===== config.mk =====
export PLATFORM = sky130hd
export DESIGN_NAME = uart_cmd_sched
export DESIGN_NICKNAME = d
export VERILOG_FILES = /design/src/rtl/uart_cmd_sched.sv
export SDC_FILE = /design/constraint.sdc
export NUM_CORES = 1
export LEC_CHECK = 0
export ABC_AREA = 1
export CAP_MARGIN = 20
export CORE_AREA = 2 2 70 72
export DETAILED_ROUTE_END_ITERATION = 8
export DIE_AREA = 0 0 72 74
export DONT_BUFFER_PORTS = 1
export GPL_TIMING_DRIVEN = 0
export HOLD_SLACK_MARGIN = 0.03
export PLACE_DENSITY = 0.81
export SLEW_MARGIN = 10
export SYNTH_ARGS = -nofsm -noshare
export SYNTH_HDL_FRONTEND = slang
export SYNTH_SLANG_ARGS = --single-unit

===== constraint.sdc =====
create_clock -name clk -period 4.75 [get_ports clk]
set_input_delay 0.2375 -clock clk [delete_from_list [all_inputs] [get_ports clk]]
set_output_delay 0.2375 -clock clk [all_outputs]
set_load 0.02 [all_outputs]

===== src/rtl/uart_cmd_sched.sv =====
// uart_cmd_sched: dispatches UART commands to NUM_TGT targets, round-robins NUM_EVT event bytes onto the one response path.
// Latency: cmd_rdy->clr_cmd_rdy 1, ->tgt_go 2, tgt_done->send_resp 2; one byte in flight, new work only accepted in IDLE.
module uart_cmd_sched #(
  parameter int          NUM_TGT = 4,
  parameter int          NUM_EVT = 2,
  parameter int          TMO_CYC = 50000,
  parameter logic [7:0]  ACK     = 8'hA5,
  parameter logic [7:0]  NAK     = 8'h5A,
  parameter logic [7:0]  TMO     = 8'hEE
) (
  input  logic                   clk,
  input  logic                   rst,
  input  logic                   cmd_rdy,
  input  logic [7:0]             cmd,
  input  logic [15:0]            data,
  output logic                   clr_cmd_rdy,
  output logic [NUM_TGT-1:0]     tgt_go,
  output logic [3:0]             tgt_op,
  output logic [15:0]            tgt_data,
  input  logic [NUM_TGT-1:0]     tgt_done,
  input  logic [NUM_EVT-1:0]     evt_req,
  input  logic [8*NUM_EVT-1:0]   evt_byte,
  output logic [NUM_EVT-1:0]     evt_ack,
  output logic                   send_resp,
  output logic [7:0]             resp,
  input  logic                   resp_sent,
  output logic                   busy
);
  localparam int EW = (NUM_EVT > 1) ? $clog2(NUM_EVT) : 1;
  localparam int CW = (TMO_CYC > 1) ? $clog2(TMO_CYC) : 1;

  typedef enum logic [2:0] {IDLE, DISPATCH, WAIT_DONE, SEND, WAIT_SENT} state_t;

  state_t               state_q, state_d;
  logic [NUM_TGT-1:0]   sel_q, sel_d;
  logic [CW-1:0]        cnt_q, cnt_d;
  logic [EW-1:0]        rr_q, rr_d;
  logic                 evt_turn_q, evt_turn_d;
  logic                 clr_cmd_rdy_q, clr_cmd_rdy_d;
  logic [NUM_TGT-1:0]   tgt_go_q, tgt_go_d;
  logic [3:0]           tgt_op_q, tgt_op_d;
  logic [15:0]          tgt_data_q, tgt_data_d;
  logic [NUM_EVT-1:0]   evt_ack_q, evt_ack_d;
  logic                 send_resp_q, send_resp_d;
  logic [7:0]           resp_q, resp_d;
  logic                 busy_q, busy_d;

  logic [NUM_EVT-1:0]   req_hi;
  logic [EW-1:0]        gnt_idx;
  logic [NUM_EVT-1:0]   gnt_oh;
  logic [7:0]           gnt_byte;
  logic [NUM_TGT-1:0]   cmd_sel;

  // Round-robin: lowest requester at or above rr_q, else lowest overall (wrap).
  always_comb begin
    req_hi   = evt_req & ({NUM_EVT{1'b1}} << rr_q);
    gnt_idx  = '0;
    gnt_oh   = '0;
    gnt_byte = '0;
    cmd_sel  = '0;
    for (int i = NUM_EVT-1; i >= 0; i--) begin
      if (evt_req[i]) gnt_idx = EW'(i);
    end
    for (int i = NUM_EVT-1; i >= 0; i--) begin
      if (req_hi[i]) gnt_idx = EW'(i);
    end
    for (int i = 0; i < NUM_EVT; i++) begin
      gnt_oh[i] = (gnt_idx == EW'(i));
      if (gnt_idx == EW'(i)) gnt_byte = evt_byte[8*i +: 8];
    end
    for (int i = 0; i < NUM_TGT; i++) begin
      cmd_sel[i] = (cmd[7:4] == 4'(i));
    end
  end

  always_comb begin
    state_d       = state_q;
    sel_d         = sel_q;
    cnt_d         = cnt_q;
    rr_d          = rr_q;
    evt_turn_d    = evt_turn_q;
    tgt_op_d      = tgt_op_q;
    tgt_data_d    = tgt_data_q;
    resp_d        = resp_q;
    clr_cmd_rdy_d = 1'b0;
    tgt_go_d      = '0;
    evt_ack_d     = '0;
    send_resp_d   = 1'b0;
    unique case (state_q)
      IDLE: begin
        if ((|evt_req) && (evt_turn_q || !cmd_rdy)) begin
          evt_ack_d  = gnt_oh;
          resp_d     = gnt_byte;
          rr_d       = (gnt_idx == EW'(NUM_EVT-1)) ? '0 : gnt_idx + 1'b1;
          evt_turn_d = 1'b0;
          state_d    = SEND;
        end else if (cmd_rdy) begin
          clr_cmd_rdy_d = 1'b1;
          sel_d         = cmd_sel;
          tgt_op_d      = cmd[3:0];
          tgt_data_d    = data;
          evt_turn_d    = 1'b1;
          state_d       = DISPATCH;
        end
      end
      // Bad indices also pass through here so NAK keeps the same pacing as a dispatch.
      DISPATCH: begin
        cnt_d = '0;
        if (|sel_q) begin
          tgt_go_d = sel_q;
          state_d  = WAIT_DONE;
        end else begin
          resp_d  = NAK;
          state_d = SEND;
        end
      end
      WAIT_DONE: begin
        if (|(tgt_done & sel_q)) begin
          resp_d  = ACK;
          state_d = SEND;
        end else if (cnt_q == CW'(TMO_CYC-1)) begin
          resp_d  = TMO;
          state_d = SEND;
        end else begin
          cnt_d = cnt_q + 1'b1;
        end
      end
      SEND: begin
        send_resp_d = 1'b1;
        state_d     = WAIT_SENT;
      end
      WAIT_SENT: begin
        if (resp_sent) state_d = IDLE;
      end
      default: state_d = IDLE;
    endcase
    busy_d = (state_d != IDLE);
  end

  always_ff @(posedge clk) begin
    if (rst) begin
      state_q       <= IDLE;
      sel_q         <= '0;
      cnt_q         <= '0;
      rr_q          <= '0;
      evt_turn_q    <= 1'b0;
      clr_cmd_rdy_q <= 1'b0;
      tgt_go_q      <= '0;
      tgt_op_q      <= '0;
      tgt_data_q    <= '0;
      evt_ack_q     <= '0;
      send_resp_q   <= 1'b0;
      resp_q        <= '0;
      busy_q        <= 1'b0;
    end else begin
      state_q       <= state_d;
      sel_q         <= sel_d;
      cnt_q         <= cnt_d;
      rr_q          <= rr_d;
      evt_turn_q    <= evt_turn_d;
      clr_cmd_rdy_q <= clr_cmd_rdy_d;
      tgt_go_q      <= tgt_go_d;
      tgt_op_q      <= tgt_op_d;
      tgt_data_q    <= tgt_data_d;
      evt_ack_q     <= evt_ack_d;
      send_resp_q   <= send_resp_d;
      resp_q        <= resp_d;
      busy_q        <= busy_d;
    end
  end

  assign clr_cmd_rdy = clr_cmd_rdy_q;
  assign tgt_go      = tgt_go_q;
  assign tgt_op      = tgt_op_q;
  assign tgt_data    = tgt_data_q;
  assign evt_ack     = evt_ack_q;
  assign send_resp   = send_resp_q;
  assign resp        = resp_q;
  assign busy        = busy_q;

endmodule


==> out/metrics.cfg, run 1 <==
[clocking]
cts_root_buf=clkbuf_8
hold_buffers=0
cts_buffers=9
clkTransAtPathRegs_ps=70
clk_path_buf_depth=2
cts_tree=built
clk_latency_ps=350
htree_levels=3
cts_resized=0
numClockSinks=62
post_cts_buffers=0

[die]
io_pins=87
die-area_um2=5330
die_w_um=72
rows=25
initial_core_util=0.642
core_area_um2=4600
die_h_um=74

[timing]
tightest_slew_ps=496
post-route-period-util=0.375
finalHoldViolCount=0
skew_ps=10.6
fmax_mhz=562
slew_violations=0
slew_headroom=0.669
finalSetupViolCount=0
finalSetupTns_ps=0
setup_ws_ps=2970
rsz0062_at_grt=false
period_minus_slack_ps=1780
hold_ws_ps=49.3

[finish]
design_area_um2=3190
finalNetCount=503
layout-drive-gt1-share=0.0941
final_common_cell=nand2_1
n_antenna_cell=0
mostFrequentLayoutCells=nand2_1, nor2_1, dfxtp_1, inv_1, a21oi_1
area_growth_pct=8.13
fillers=419

[pwr]
p_sw_uw=658
power_density_nw_per_um2=506
p_int_uw=959
seqPwrFrac=0.463
power_uw=1620
pwr-share-comb=0.285
irDropWorstVdd_v=0.000249
sw_frac_of_total=0.407
pwr-share-clk=0.253
leakagePower_uw=0.00135

[setup_path]
end_kind=register
cp_max_fo=10
reg2reg_from=cnt_q[0]
required_ps=4960
ff2ff_path_depth=9
crit_chain=ha_1 > nand3_2 > nor2_2 > nand2_1 > nand3_2 > inv_1 > buf_4 > nand2_1 > a21oi_1
crit_type=register to register
cp_slowest_cell=dfxtp_1
r2r-end=cnt_q[10]
max_stage_delay_ps=430
startpoint_type=register
worstPathArrival_ps=1990
reg2reg_slack_ps=2970

[detailed_routing]
drc=0
drtAntennaViolNets=0
num_vias=2697
drtPass1Iterations=4
drt_wl_total_mm=6.41
wire_per_inst_um=12.5
drt_iter0_markers=158
via_per_inst=5.28

[global_route]
grt_pass1_vias=2501
antenna_found_initial=0
grt_pass1_wl_mm=10.5
grt_max_degree=13
gr-total-overflow=0
track_usage=0.256

[placed_design]
dp_slack_ps=3010
dpl_cell_area_um2=3020
io_buffers=0
post-dp-hpwl_mm=4.76
gp_congestion=0.940

[yosys]
synth_area_um2=2950
synthCells=441
yosysUniqueCellTypes=28
synth-seq-cells=62
synth_area_leaders=dfxtp_1, nand2_1, nor2_1, a21oi_1, o21ai_0
syn_avg_cell_area_um2=6.70
synth.net_count=492
yosysSeqAreaShare=0.420
yosysTopAreaCellShare=0.420
yosysWarnings=0
yosysTopAreaCell=dfxtp_1

[hold_path]
holdCritStartpoint=cmd[5]
hp-class=input pin to register
worstHoldPathCells=2
min_to=sel_q[2]

[run_status]
status=completed

[run]
max_cap_viol_count=0

-- critical path: cells and delay by family (launching register included) --
family / cells / cell delay, ps
buffers and inverters: 2 / 240
adders and majority gates: 1 / 280
and+or+nand+nor: 5 / 630
DFF: 1 / 430
AOI/OAI and AO/OA: 1 / 60
-- worst max path at each step --
stage,depth (start not counted),to,slack (ps),from
3_3_place_gp,9,cnt_q[10],3030,cnt_q[0]
4_1_cts,9,cnt_q[10],2990,cnt_q[0]
6_report,9,cnt_q[10],2970,cnt_q[0]
5_1_grt,9,cnt_q[12],2840,cnt_q[0]
2_1_floorplan,9,cnt_q[10],3270,cnt_q[0]
3_5_place_dp,9,cnt_q[10],3010,cnt_q[0]
-- synth_stat cells, drive strengths merged --
cell type	n
xnor2	3
o21ai	28
nor3	7
o22ai	1
clkbuf	8
nand3	19
nor2	103
a31oi	1
inv	39
nand2	122
o31ai	1
ha	1
a21oi	29
xor2	7
dfxtp	62
nand4	3
buf	7
-- through the flow --
step | std cells | util
6_report | 511 | 0.695
5_1_grt | 511 | 0.695
4_1_cts | 511 | 0.695
3_5_place_dp | 495 | 0.657
3_3_place_gp | 495 | 0.657
2_1_floorplan | 441 | -
-- sequential cells by signal, summed over array words and instances (netlist names) --
register     cells
tgt_go           4
busy             1
tgt_data        16
send_resp        1
state_q          3
resp             8
cnt_q           16
clr_cmd_rdy      1
evt_turn_q       1
rr_q             1
sel_q            4
tgt_op           4
evt_ack          2
-- kinds of logic after synthesis --
kind of cell,after synthesis,share of synthesized area
and+or+nand+nor,254,0.357
DFF,62,0.420
buffers and inverters,54,0.0826
xor gates and xnor gates,10,0.0297
adders and majority gates,1,0.00423
AOI/OAI and AO/OA,60,0.106
-- cell type report --
| class | instances | area (um^2) | area share |
|---|---|---|---|
| plain buffers | 15 | 95.1 | 0.0298 |
| clock inverters | 7 | 48.8 | 0.0153 |
| inverters | 39 | 149 | 0.0466 |
| clock buffers | 9 | 124 | 0.0388 |
| multi-input cells | 325 | 1470 | 0.460 |
| flip-flops and latches | 62 | 1240 | 0.389 |
| well taps | 54 | 67.6 | 0.0212 |
-- per-layer routing --
layer | GRT usage | vias up | share of wire
met1 | 0.281 | 1206 | 0.43
met3 | 0.0759 | 11 | 0.058
met2 | 0.462 | 78 | 0.50
met4 | 0.113 | 0 | 0.016
li1 | - | 1402 | -
met5 | 0 | - | 0
-- power groups by stage --
| stage | sequential (uW) | clock (uW) | combinational [uW] |
|---|---|---|---|
| after floorplan | 745 | 0 | 377 |
| after global placement | 758 | 0 | 449 |
| after detailed placement | 761 | 0 | 458 |
| after CTS | 749 | 413 | 461 |
| after global routing | 758 | 439 | 529 |
| final | 748 | 409 | 460 |
No activity file was read; power rests on OpenSTA's default activity.
==> run 2: changes to the inputs <==
CORE_AREA = 2 2 76 78   (was 2 2 70 72)
DIE_AREA = 0 0 78 80   (was 0 0 72 74)
PLACE_DENSITY = 0.73   (was 0.81)
clock period = 1.5 ns   (was 4.75 ns; I/O delays follow)
==> out/metrics.cfg, run 2 (synthesis results as in run 1) <==
[run_status]
status=completed

[clocking]
clk_latency_ps=350  ; about the same
numClockSinks=62  ; unchanged
clk_path_buf_depth=2  ; unchanged
cts_buffers=9  ; unchanged
cts_root_buf=clkbuf_8
clkTransAtPathRegs_ps=60  ; about the same
cts_tree=built
htree_levels=3  ; unchanged

[timing]
period_minus_slack_ps=1460  ; -324 ps
fmax_mhz=687  ; +22%
finalSetupViolCount=0  ; unchanged
setup_ws_ps=44.1  ; -2930 ps
skew_ps=6.64  ; -4.00 ps
slew_violations=0  ; unchanged
tightest_slew_ps=500  ; +3.95 ps
post-route-period-util=0.971  ; +0.596
hold_ws_ps=27.3  ; -22.0 ps
slew_headroom=0.667  ; -0.00263
finalHoldViolCount=0  ; unchanged

[finish]
finish.utilization=0.681  ; -0.0134
final_common_cell=nand2_1
area_growth_pct=24.7
n_antenna_cell=0  ; unchanged
mostFrequentLayoutCells=nand2_1, nor2_1, dfxtp_1, inv_1, a21oi_1
fillers=471  ; +12%
layout-drive-gt1-share=0.145  ; +0.0508
finalNetCount=537  ; +6.8%

[setup_path]
worstSetupEndpoint=cnt_q[4]
startpoint=cnt_q[0]
cp_max_fo=6  ; -4
reg2reg_slack_ps=40  ; -2930 ps
reg2reg_from=cnt_q[0]
crit_type=register to register
end_kind=register
r2r-end=cnt_q[4]
ff2ff_path_depth=8  ; -1
required_ps=1770  ; -3190 ps
worstPathArrival_ps=1730  ; -260 ps
startpoint_type=register

[die]
die_h_um=80  ; +8.1%
core_area_um2=5410  ; +18%
rows=27  ; +8.0%
io_pins=87  ; unchanged
initial_core_util=0.547  ; -0.0959
die-area_um2=6240  ; +17%
die_w_um=78  ; +8.3%

[run]
max_cap_viol_count=0  ; unchanged

[detailed_routing]
num_vias=2869  ; +6.4%
drt_iter0_markers=159  ; +0.63%
via_per_inst=5.10  ; -3.3%
wire_per_inst_um=13.1  ; +4.8%
drtPass1Iterations=4  ; unchanged
drt_wl_total_mm=7.39  ; +15%
drtAntennaViolNets=0  ; unchanged
drc=0  ; unchanged

[pwr]
power_density_nw_per_um2=1550  ; +210%
irDropWorstVdd_v=0.000989  ; +300%
power_uw=5690  ; +250%
leakagePower_uw=0.00153  ; +13%

[global_route]
grt_pass1_vias=2569  ; +2.7%
track_usage=0.235  ; -0.0211
grt_pass1_wl_mm=11.5  ; +8.7%
grt_max_degree=11  ; -2
gr-total-overflow=0  ; unchanged
antenna_found_initial=0  ; unchanged

[hold_path]
hp-class=input pin to register

[placed_design]
post-dp-hpwl_mm=4.81  ; +1.1%
io_buffers=0  ; unchanged
gp_congestion=0.847  ; -9.8%
dp_slack_ps=-215  ; -3220 ps

==> run 2: cell type report <==
class / count / area, um^2 / share of cell area
flip-flops and latches: 62 / 1260 / 0.342
plain buffers: 15 / 110 / 0.0299
well taps: 72 / 90.1 / 0.0245
multi-input cells: 325 / 1550 / 0.420
clock buffers: 12 / 145 / 0.0394
repair buffers: 34 / 333 / 0.0904
inverters: 39 / 151 / 0.0411
clock inverters: 3 / 45.0 / 0.0122
==> run 2: where the power goes <==
part / switching (uW) / internal, uW
clock network: 659 / 804
logic: 1080 / 756
registers: 459 / 1930
==> run 2: timing repair <==
action | CTS | global route
setup buffers | 0 | 7
pin swaps | 1 | 6
resized for setup | 7 | 40
endpoints found under the hold margin | 28 | 0
hold buffers | 25 | 0
gates cloned | 0 | 2
endpoints found under the setup margin | 35 | 44
==> run 2: critical path: stages, from the launching register on <==
cell     delay, ps
dfxtp_4        370
ha_4           150
nand3_4        120
nor2_4         150
nand3_2        120
nand3_4        160
buf_4          140
nand2_1         50
a21oi_1        130
==> run 2: routing by layer <==
layer / part of all wire / routed length, um / track usage
met1: 0.42 / 3080 / 0.271
met5: 0 / 0 / 0
met4: 0.026 / 189 / 0.121
met2: 0.50 / 3700 / 0.402
met3: 0.057 / 420 / 0.0622
==> run 2: per-stage QoR <==
| stage | setup TNS (ps) | instances | cell area (um^2) |
|---|---|---|---|
| after CTS | 0 | 553 | 3510 |
| final | 0 | 562 | 3680 |
| after global placement | -3650 | 513 | 3040 |
| after detailed placement | -3870 | 513 | 3040 |
| after floorplan | 0 | 441 | 2950 |
| after global routing | -458 | 562 | 3680 |
==> run 2: how the worst min path moves through the flow <==
stage / cells after the start / from / end / slack, ps
floorplan: 2 / cmd[5] / sel_q[2] / 240
global placement: 2 / data[8] / tgt_data[8] / 240
detailed placement: 2 / cmd[5] / sel_q[2] / 250
CTS: 3 / cmd[6] / sel_q[3] / 30
global route: 3 / cmd[6] / sel_q[3] / 90
finish: 3 / cmd[6] / sel_q[3] / 30
